===== src/rtl/hps_cmd_pkg.sv =====
// hps_cmd_pkg: opcode defaults, register indices and status/control bit positions for hps_cmd_decoder
package hps_cmd_pkg;
  localparam logic [7:0] OP_LOAD_DEF = 8'hFD;
  localparam logic [7:0] OP_CLEAR_DEF = 8'hFE;
  localparam logic [3:0] REG_STATUS = 4'd0;
  localparam logic [3:0] REG_COUNT = 4'd1;
  localparam logic [3:0] REG_OP = 4'd2;
  localparam logic [3:0] REG_CTRL = 4'd15;
  localparam int ST_VALID = 0;
  localparam int ST_INCOMPLETE = 1;
  localparam int ST_OVERFLOW = 2;
  localparam int CTRL_CLR_ERR = 0;
  localparam int CTRL_CLR_CNT = 1;
  function automatic int bytes_of(input int bits);
    return (bits + 7) / 8;
  endfunction
endpackage


===== src/rtl/hps_byte_assembler.sv =====
// hps_byte_assembler: NB-byte MSB-first field register (idx 0 = MSB); merged = contents incl. this write, complete = all bytes seen incl. this write
module hps_byte_assembler #(
  parameter int NB = 5
) (
  input  logic          clk,
  input  logic          reset,
  input  logic          we,
  input  logic          clr,
  input  logic [3:0]    idx,
  input  logic [7:0]    din,
  output logic [NB*8-1:0] merged,
  output logic          complete
);
  logic [NB*8-1:0] data;
  logic [NB-1:0] mask, sel;
  always_comb begin
    sel = '0;
    merged = data;
    if (we && 32'(idx) < NB) begin
      sel = NB'(1) << idx;
      merged[(NB-1-32'(idx))*8 +: 8] = din;
    end
  end
  assign complete = &(mask | sel);
  always_ff @(posedge clk or posedge reset)
    if (reset) begin
      data <= '0;
      mask <= '0;
    end else begin
      data <= merged;
      mask <= clr ? '0 : mask | sel;
    end
endmodule


===== src/rtl/hps_cmd_decoder.sv =====
// hps_cmd_decoder: assembles HPS byte writes into render entries (rq valid/ready), pixel loads (pix_*) and clear pulses; status/count/op readable
module hps_cmd_decoder import hps_cmd_pkg::*; #(
  parameter int RENDER_W = 48,
  parameter int PIX_W = 24,
  parameter int PIX_ADDR_W = 20,
  parameter logic [7:0] OP_LOAD = OP_LOAD_DEF,
  parameter logic [7:0] OP_CLEAR = OP_CLEAR_DEF
) (
  input  logic                  clk,
  input  logic                  reset,
  input  logic                  hps_chipselect,
  input  logic                  hps_write,
  input  logic                  hps_read,
  input  logic [3:0]            hps_address,
  input  logic [7:0]            hps_writedata,
  output logic [7:0]            hps_readdata,
  output logic                  rq_valid,
  input  logic                  rq_ready,
  output logic [RENDER_W-1:0]   rq_data,
  output logic                  pix_we,
  output logic [PIX_ADDR_W-1:0] pix_addr,
  output logic [PIX_W-1:0]      pix_data,
  output logic                  clear
);
  localparam int NR = RENDER_W / 8;
  localparam int NL = PIX_W / 8 + bytes_of(PIX_ADDR_W);
  logic [7:0] op, cnt, status, rd_mux;
  logic err_inc, err_ov, wr, op_wr, ctrl, is_load, is_clr, is_rnd;
  logic r_we, r_commit, r_done, l_we, l_commit, l_done, c_commit, clr_mask;
  logic rnd_ok, ld_ok, inc, ov, accepted;
  logic [(NR-1)*8-1:0] r_merged;
  logic [NL*8-1:0] l_merged;
  assign wr = hps_chipselect && hps_write;
  assign op_wr = wr && hps_address == REG_STATUS;
  assign ctrl = wr && hps_address == REG_CTRL;
  assign is_load = op == OP_LOAD;
  assign is_clr = op == OP_CLEAR;
  assign is_rnd = !is_load && !is_clr;
  assign r_we = wr && is_rnd && hps_address != 4'd0 && 32'(hps_address) <= NR - 1;
  assign r_commit = r_we && 32'(hps_address) == NR - 1;
  assign l_we = wr && is_load && hps_address != 4'd0 && 32'(hps_address) <= NL;
  assign l_commit = l_we && 32'(hps_address) == NL;
  assign c_commit = wr && is_clr && hps_address != 4'd0 && hps_address != REG_CTRL;
  assign clr_mask = op_wr || r_commit || l_commit || c_commit;
  // A handshake in the commit cycle frees the slot, so the new entry is taken rather than dropped.
  assign rnd_ok = r_commit && r_done && (!rq_valid || rq_ready);
  assign ld_ok = l_commit && l_done;
  assign inc = (r_commit && !r_done) || (l_commit && !l_done);
  assign ov = r_commit && r_done && rq_valid && !rq_ready;
  assign accepted = rnd_ok || ld_ok || c_commit;
  hps_byte_assembler #(.NB(NR - 1)) u_rnd (
    .clk(clk), .reset(reset), .we(r_we), .clr(clr_mask), .idx(hps_address - 4'd1),
    .din(hps_writedata), .merged(r_merged), .complete(r_done)
  );
  hps_byte_assembler #(.NB(NL)) u_pix (
    .clk(clk), .reset(reset), .we(l_we), .clr(clr_mask), .idx(hps_address - 4'd1),
    .din(hps_writedata), .merged(l_merged), .complete(l_done)
  );
  always_comb begin
    status = '0;
    status[ST_VALID] = rq_valid;
    status[ST_INCOMPLETE] = err_inc;
    status[ST_OVERFLOW] = err_ov;
    rd_mux = hps_address == REG_STATUS ? status :
             hps_address == REG_COUNT ? cnt :
             hps_address == REG_OP ? op : 8'h00;
  end
  always_ff @(posedge clk or posedge reset)
    if (reset) begin
      op <= '0;
      cnt <= '0;
      err_inc <= 1'b0;
      err_ov <= 1'b0;
      rq_valid <= 1'b0;
      rq_data <= '0;
      pix_we <= 1'b0;
      pix_addr <= '0;
      pix_data <= '0;
      clear <= 1'b0;
      hps_readdata <= '0;
    end else begin
      if (op_wr) op <= hps_writedata;
      if (op_wr && !rq_valid && hps_writedata != OP_LOAD && hps_writedata != OP_CLEAR)
        rq_data[RENDER_W-1 -: 8] <= hps_writedata;
      if (rnd_ok) rq_data <= {op, r_merged};
      rq_valid <= c_commit ? 1'b0 : rnd_ok ? 1'b1 : rq_valid && !rq_ready;
      pix_we <= ld_ok;
      if (ld_ok) begin
        pix_data <= l_merged[NL*8-1 -: PIX_W];
        pix_addr <= PIX_ADDR_W'(l_merged[bytes_of(PIX_ADDR_W)*8-1:0]);
      end
      clear <= c_commit;
      err_inc <= inc || (err_inc && !(ctrl && hps_writedata[CTRL_CLR_ERR]));
      err_ov <= ov || (err_ov && !(ctrl && hps_writedata[CTRL_CLR_ERR]));
      cnt <= (ctrl && hps_writedata[CTRL_CLR_CNT] ? 8'h00 : cnt) + {7'b0, accepted};
      if (hps_chipselect && hps_read) hps_readdata <= rd_mux;
    end
endmodule


===== config.mk =====
export PLATFORM = sky130hd
export DESIGN_NAME = hps_cmd_decoder
export DESIGN_NICKNAME = d
export VERILOG_FILES = /design/src/rtl/hps_cmd_pkg.sv /design/src/rtl/hps_byte_assembler.sv /design/src/rtl/hps_cmd_decoder.sv
export SDC_FILE = /design/constraint.sdc
export NUM_CORES = 1
export LEC_CHECK = 0
export BUFFER_PORTS_ARGS = -buffer_cell sky130_fd_sc_hd__buf_2
export CAP_MARGIN = 40
export CORE_ASPECT_RATIO = 1.75
export CORE_UTILIZATION = 52
export CTS_CLUSTER_DIAMETER = 60
export DETAILED_ROUTE_END_ITERATION = 8
export GPL_ROUTABILITY_DRIVEN = 0
export GPL_TIMING_DRIVEN = 0
export PLACE_DENSITY = 0.74
export SYNTH_ARGS = -nofsm -noshare
export SYNTH_HDL_FRONTEND = slang
export SYNTH_SLANG_ARGS = --single-unit

===== constraint.sdc =====
create_clock -name clk -period 7.5 [get_ports clk]
set_clock_uncertainty 0.05 [all_clocks]
set_input_delay 1.125 -clock clk [delete_from_list [all_inputs] [get_ports clk]]
set_output_delay 1.125 -clock clk [all_outputs]
set_load 0.01 [all_outputs]

==> qor.csv, run 1 <==
stage,metric,value,unit
logic_synthesis,synth_top_area_frac,0.556,
logic_synthesis,yosysTopAreaCell,dfrtp_1,
pwr,cellLeakagePower,5.98,nW
floorplan,ioPinCount,121,
setup_path,crit_top_cell,ha_1,
logic_synthesis,yosysUniqueCellTypes,57,
floorplan,die_area,0.0193,mm2
clock_tree,numCtsBuffers,21,
clock_tree,htreeDepth,1,
timing,final_max_slew_viol_count,0,
timing,rsz0062_at_grt,false,
clock_tree,cts-hold-fix-buffers,0,
min_path,hold_path_class,register to register,
drt,route.detailed.drc,0,
layout,seqCellArea,0.00541,mm2
drt,routed_via_density,5.48,
timing,finalHoldViolCount,0,
layout,finish.instance_area,0.0114,mm2
placement,post-place-ws,0.988,ns
timing,finalSetupViolations,0,
layout,fin_nets,919,
clock_tree,cts_resized,0,
setup_path,critPathArrivalTime,6.42,ns
drt,finalWirelength,21500,um
layout,fin_cells,1122,
floorplan,die_x,105,um
layout,multi_input_comb_area,0.00399,mm2
floorplan,initial_core_util,0.536,
outcome,run_status,finished clean,
setup_path,crit_slowest_cell,nor3_2,
logic_synthesis,netlist_instances,727,
logic_synthesis,yosys_register_bits,216,
logic_synthesis,syn_avg_cell_area,13.4,um2
logic_synthesis,synth_area_leaders,"dfrtp_1 (56%), mux2_2 (18%), ha_1 (3.6%)",
timing,tightest_slew,0.882,ns
logic_synthesis,ys_seq_area_frac,0.556,
placement,hpwl,15200,um
setup_path,critical_path_required,7.84,ns
setup_path,crit_path_start_kind,input pin,
setup_path,cp_top_family,simple AND/OR/NAND/NOR gates,
clock_tree,cts-root-buf,clkbuf_16,
clock_tree,insertion_delay,0.51,ns
setup_path,endpoint_kind,register,
placement,placedCellCount,1084,
setup_path,critPathMaxStageDelay,0.73,ns
logic_synthesis,synth_warnings,0,
global_routing,grt_usage,0.234,
clock_tree,ctsLongestPathBuffers,3,
setup_path,r2r_slack,3.59,ns
global_routing,grt_max_degree,128,
setup_path,crit_chain,"buf_2, inv_1, ha_1, buf_2, xor2_1, ha_1, nand2_1, and3_1, xnor2_1, nand3_1, ha_1, or4_1, nor4_1, a32o_1, nand3_1, nor3_2, mux2_2, mux2_1",
clock_tree,post_cts_buffers,0,
placement,io_buffers,120,
drt,drt_iter0_markers,272,
layout,insertedDiodeCount,0,
layout,drive_gt1_frac,0.413,
logic_synthesis,syn_nets,773,
floorplan,rows,65,
logic_synthesis,synth_most_common_cell,dfrtp_1,
pwr,power_density,215,mW/mm2
setup_path,rr_worst_depth,14,
layout,area_delta_synth_final,17.1,%
drt,antenna_left,0,
floorplan,coreArea,0.0181,mm2
floorplan,fp.dieH,183,um
global_routing,overflow,0,
setup_path,cp_num_buf_inv,3,
logic_synthesis,synth_common_cells,"dfrtp_1 (216), mux2_2 (152), nand2_1 (42)",
global_routing,antenna_found_initial,0,
setup_path,rr_endpoint,cnt[6],
setup_path,critical_path_class,input pin to register,
setup_path,path_max_fanout,10,
timing,fin_ws,1.42,ns
clock_tree,cts_tree,yes,
placement,placed_area,0.0107,mm2
global_routing,grt_first_pass_wirelength,34900,um
logic_synthesis,syn-cell-area,0.00973,mm2
logic_synthesis,synth-async-reset-ratio,1.00,
timing,slew_headroom,0.412,
setup_path,r2r-start,op[5],
pwr,vdd_ir_drop_max,0.000189,V
drt,vias,6154,
setup_path,crit_start,hps_address[0],
timing,whs,0.428,ns
setup_path,worstSetupEndpoint,rq_data[5],
setup_path,worst-path-stages,18,
clock_tree,path_clk_slew,0.06,ns
timing,max_freq,0.164,GHz
timing,post-route-min-period,6.08,ns
layout,fillCellCount,1431,
timing,fin_crit_sh,0.811,
drt,wire_per_inst,19.2,um
drt,drtPass1Iterations,6,
run,maxCapViolCount,0,
clock_tree,clock_sinks,216,
logic_synthesis,ys.flop_type,dfrtp_1,
logic_synthesis,synth_edf_count,0,
global_routing,grt_pass1_vias,6518,
[logic make-up after synthesis]
| family | after synthesis | synth area share |
|---|---|---|
| DFF | 216 | 0.556 |
| adders and majority gates | 28 | 0.0360 |
| xor gates and xnor gates | 14 | 0.0140 |
| buffers and inverters | 65 | 0.0341 |
| and+or+nand+nor | 164 | 0.0993 |
| AOI/OAI and AO/OA | 48 | 0.0340 |
| muxes | 192 | 0.227 |
[registers in the layout, summed over array words and instances (netlist names), 5 cells and up]
name	count
cnt	8
hps_readdata	8
op	8
pix_addr	20
pix_data	24
rq_data	48
u_pix.data	44
u_pix.mask	6
u_rnd.data	40
u_rnd.mask	5
[metrics by stage]
| step | power (mW) | utilization | setup TNS [ns] |
|---|---|---|---|
| floorplan | 1.35 | - | 0 |
| global placement | 1.41 | 0.586 | -372.48 |
| detailed placement | 1.42 | 0.590 | 0 |
| CTS | 2.47 | 0.628 | 0 |
| global route | 2.53 | 0.628 | 0 |
| finish | 2.45 | 0.628 | 0 |
[routing by layer]
layer,GRT usage,share of wire,wire length [um]
met1,0.279,0.39,8460
met2,0.418,0.53,11400
met3,0.0334,0.037,801
met4,0.0986,0.038,809
met5,0,0,0
[final cells by class]
| cell class | instances | area share |
|---|---|---|
| Buffer | 34 | 0.0189 |
| Clock buffer | 27 | 0.0525 |
| Clock inverter | 11 | 0.00868 |
| Inverter | 31 | 0.0109 |
| Multi-Input combinational cell | 446 | 0.351 |
| Sequential cell | 216 | 0.475 |
| Tap cell | 234 | 0.0257 |
| Timing Repair Buffer | 123 | 0.0582 |
[power breakdown]
group | internal (mW) | switching [mW] | leakage [nW] | total [mW]
Sequential | 1.19 | 0.0198 | 2.91 | 1.21
Combinational | 0.0703 | 0.116 | 2.74 | 0.187
Clock | 0.602 | 0.454 | 0.327 | 1.06
Total | 1.86 | 0.591 | 5.98 | 2.45
[placed cells by master, fill, tap and decap left out, types with 6 or more instances in the layout]
cell | synthesis | final
a22oi_1 | 9 | 9
mux2_4 | 18 | 18
mux2_1 | 6 | 6
buf_2 | 6 | 126
o21ai_0 | 12 | 12
ha_1 | 28 | 28
and3_1 | 9 | 9
a31oi_1 | 6 | 6
nor3_1 | 6 | 6
nor2_1 | 31 | 31
clkbuf_1 | 12 | 13
clkinvlp_4 | 0 | 6
mux2i_1 | 16 | 16
dfrtp_1 | 216 | 216
nand3_1 | 12 | 12
nand4_1 | 6 | 6
clkbuf_16 | 0 | 21
inv_1 | 31 | 30
xor2_1 | 9 | 9
a41oi_1 | 6 | 6
nand2_1 | 42 | 42
nor3b_1 | 7 | 7
or3_1 | 6 | 6
buf_4 | 12 | 13
nand2b_1 | 6 | 6
mux2_2 | 152 | 152
[worst reg2reg max path: cells and delay by family (launching register included)]
kind / cells / cell delay, ns
buf+inv: 2 / 0.44
compound gates: 1 / 0.20
fa+ha+maj: 2 / 0.46
simple gates: 8 / 2.06
flops: 1 / 0.42
xor+xnor: 1 / 0.15
[worst min-delay path by stage]
stage / slack [ns] / depth (start not counted) / end / from
floorplan: 0.40 / 2 / err_ov / err_ov
global placement: 0.41 / 2 / hps_readdata[6] / hps_readdata[6]
detailed placement: 0.42 / 2 / hps_readdata[4] / hps_readdata[4]
CTS: 0.43 / 2 / hps_readdata[4] / hps_readdata[4]
global route: 0.45 / 2 / rq_data[21] / reset
finish: 0.43 / 2 / hps_readdata[7] / hps_readdata[7]
Note: power is estimated with default switching activity, not from simulation.
==> run 2, diff against run 1 <==
CORE_UTILIZATION = 58   (was 52)
PLACE_DENSITY = 0.78   (was 0.74)
clock period = 5.85 ns   (was 7.5 ns; I/O delays follow)
==> run 2 against run 1 <==
  * Sequential cell count is the same
  * Highest routed layer unchanged
  * Final area shrank 0.26%
  * Sequential power grew 28%
  * Register-to-register slack lost 1.4 ns
  * Core utilization grew 6.3 points
  * Worst hold slack lost 0.029 ns
  * Largest power group unchanged
  * Die area shrank 10%
  * Count of clock-buffer cells in the layout grew 1
  * Critical endpoint is now pix_addr[18]
==> qor.csv, run 2 (synthesis results as in run 1) <==
stage,metric,value,unit,change
clock_tree,insertion_delay,0.50,ns,about the same
drt,drtPass1Iterations,4,,-2
setup_path,path_max_fanout,10,,unchanged
clock_tree,cts-hold-fix-buffers,0,,unchanged
pwr,p_comb_frac,0.081,,+0.005
pwr,pwr-share-seq,0.508,,+0.016
drt,finalWirelength,22200,um,+3.3%
placement,placed_area,0.0107,mm2,+0.32%
pwr,clock_power_share,0.410,,-0.021
layout,fillCellCount,1206,,-16%
clock_tree,clock_sinks,216,,unchanged
min_path,hold_path_class,input pin to async pin,,
timing,final_max_slew_viol_count,0,,unchanged
timing,max_freq,0.178,GHz,
timing,post-route-min-period,5.62,ns,
floorplan,die_area,0.0173,mm2,-10%
floorplan,coreArea,0.0164,mm2,-9.3%
layout,largest_register_ffs,48,,unchanged
layout,drive_gt1_frac,0.411,,-0.00179
timing,fin_crit_sh,0.960,,
layout,insertedDiodeCount,0,,unchanged
drt,antenna_left,0,,unchanged
pwr,power.internal,2.32,mW,+25%
setup_path,critical_path_class,input pin to register,,
layout,multi_input_comb_area,0.00401,mm2,+0.34%
pwr,power_density,268,mW/mm2,+25%
drt,wire_per_inst,20.0,um,+4.3%
timing,finalHoldViolCount,0,,unchanged
setup_path,crit_path_start_kind,input pin,,
layout,area_delta_synth_final,16.8,%,
setup_path,endpoint_kind,register,,
global_routing,antenna_found_initial,0,,unchanged
drt,route.detailed.drc,0,,unchanged
floorplan,fp.dieH,173,um,-5.3%
placement,hpwl,16100,um,+5.9%
clock_tree,htreeDepth,1,,unchanged
clock_tree,numCtsBuffers,19,,-9.5%
floorplan,initial_core_util,0.592,,+0.0551
pwr,switching_power,722,uW,+22%
outcome,run_status,finished clean,,
timing,rsz0062_at_grt,false,,
layout,most-common-layout-cells,"dfrtp_1 (216), mux2_2 (152), buf_2 (127)",,
timing,tightest_slew,0.842,ns,-0.0407 ns
global_routing,grt_max_degree,44,,-66%
floorplan,die_x,99.9,um,-5.2%
drt,vias,6305,,+2.5%
global_routing,grt_usage,0.266,,+0.0327
clock_tree,ctsLongestPathBuffers,3,,unchanged
layout,fin_nets,922,,+0.33%
clock_tree,cts_tree,yes,,
clock_tree,path_clk_slew,0.07,ns,about the same
timing,slew_headroom,0.436,,+0.0241
clock_tree,cts-root-buf,clkbuf_16,,
setup_path,critPathArrivalTime,5.94,ns,-0.48 ns
layout,utilization,0.691,,+0.0627
pwr,vdd_ir_drop_max,0.000233,V,+23%
pwr,switching_share,0.237,,-0.00386
placement,io_buffers,120,,unchanged
floorplan,ioPinCount,121,,unchanged
drt,drt_iter0_markers,350,,+29%
drt,routed_via_density,5.68,,+3.5%
global_routing,grt_pass1_vias,6901,,+5.9%
layout,layout_commonest_cell,dfrtp_1,,
setup_path,critical_path_required,6.18,ns,-1.66 ns
timing,finalSetupViolations,0,,unchanged
layout,finish.instance_area,0.0114,mm2,-0.26%
floorplan,rows,62,,-4.6%
layout,regMostFlops,rq_data,,
layout,seqCellArea,0.00541,mm2,unchanged
global_routing,grt_first_pass_wirelength,35900,um,+2.7%
run,maxCapViolCount,0,,unchanged
layout,reg_top3,"rq_data: 48 flops, u_pix.data: 44 flops, u_rnd.data: 40 flops",,
global_routing,overflow,0,,unchanged
pwr,cellLeakagePower,5.99,nW,about the same
-- run 2: cell count changes in the layout (fill, tap and decap cells not counted), moves of 2 or more --
| cell | before | now |
|---|---|---|
| clkbuf_1 | 13 | 16 |
| buf_12 | 1 | 6 |
| clkinvlp_4 | 6 | 2 |
| buf_16 | 2 | 0 |
| clkbuf_16 | 21 | 19 |
-- run 2: cell type report --
class | instances | area share
multi-input cells | 446 | 0.353
clock inverters | 4 | 0.00430
repair buffers | 128 | 0.0634
clock buffers | 28 | 0.0492
inverters | 31 | 0.0109
plain buffers | 34 | 0.0189
flip-flops and latches | 216 | 0.476
well taps | 224 | 0.0247
-- run 2: final timing paths --
path,startpoint,endpoint,slack [ns],cells after the start
worst max register to register,op[3],cnt[4],2.19,14
worst min register to register,hps_readdata[6],hps_readdata[6],0.43,2
min in group clk,hps_readdata[6],hps_readdata[6],0.43,2
worst min-delay path,reset,pix_addr[11],0.40,2
max in group asynchronous,reset,rq_data[12],4.18,5
worst max-delay path,hps_address[0],pix_addr[18],0.23,18
-- run 2: what timing repair did --
item / in CTS / in global routing
setup buffers: 0 / 1
endpoints found under the setup margin: 5 / 81
pin swaps: 0 / 1
gates resized for setup: 0 / 3
-- run 2: metrics by stage --
stage	instances	hold WS (ns)	power, mW	setup slack [ns]	setup TNS, ns
after floorplan	727	0.399	1.73	0.670	0
after global placement	1071	0.410	1.80	-0.360	-7.14
final	1111	0.400	3.04	0.234	0
after global routing	1111	0.440	3.15	0.0452	0
after detailed placement	1078	0.420	1.82	-0.491	-19.99
after CTS	1110	0.408	3.06	-0.0123	-0.0332
-- run 2: critical path, cell delays in order --
cell        delay (ns)
buf_2             0.21
clkinvlp_4        0.28
ha_1              0.37
buf_2             0.23
xor2_2            0.31
ha_1              0.21
inv_1             0.05
ha_1              0.35
nor3b_1           0.39
ha_1              0.31
buf_2             0.19
nor4bb_1          0.34
nand3_1           0.12
a21oi_1           0.29
nand4_2           0.25
nor4_2            0.49
mux2_2            0.42
mux2_2            0.26
-- run 2: routing by layer --
layer	share of wire	wire, um	track usage	vias to the layer above
li1	-	-	-	2873
met1	0.38	8440	0.307	3210
met2	0.54	12000	0.477	165
met3	0.042	929	0.0460	57
met4	0.040	887	0.119	0
met5	0	0	0	-
-- run 2: power by group through the flow --
stage | clock [mW] | sequential [mW] | combinational (mW)
final | 1.25 | 1.55 | 0.247
after global routing | 1.33 | 1.55 | 0.272
after CTS | 1.26 | 1.55 | 0.247
after detailed placement | 0 | 1.57 | 0.246
after global placement | 0 | 1.57 | 0.224
after floorplan | 0 | 1.57 | 0.160
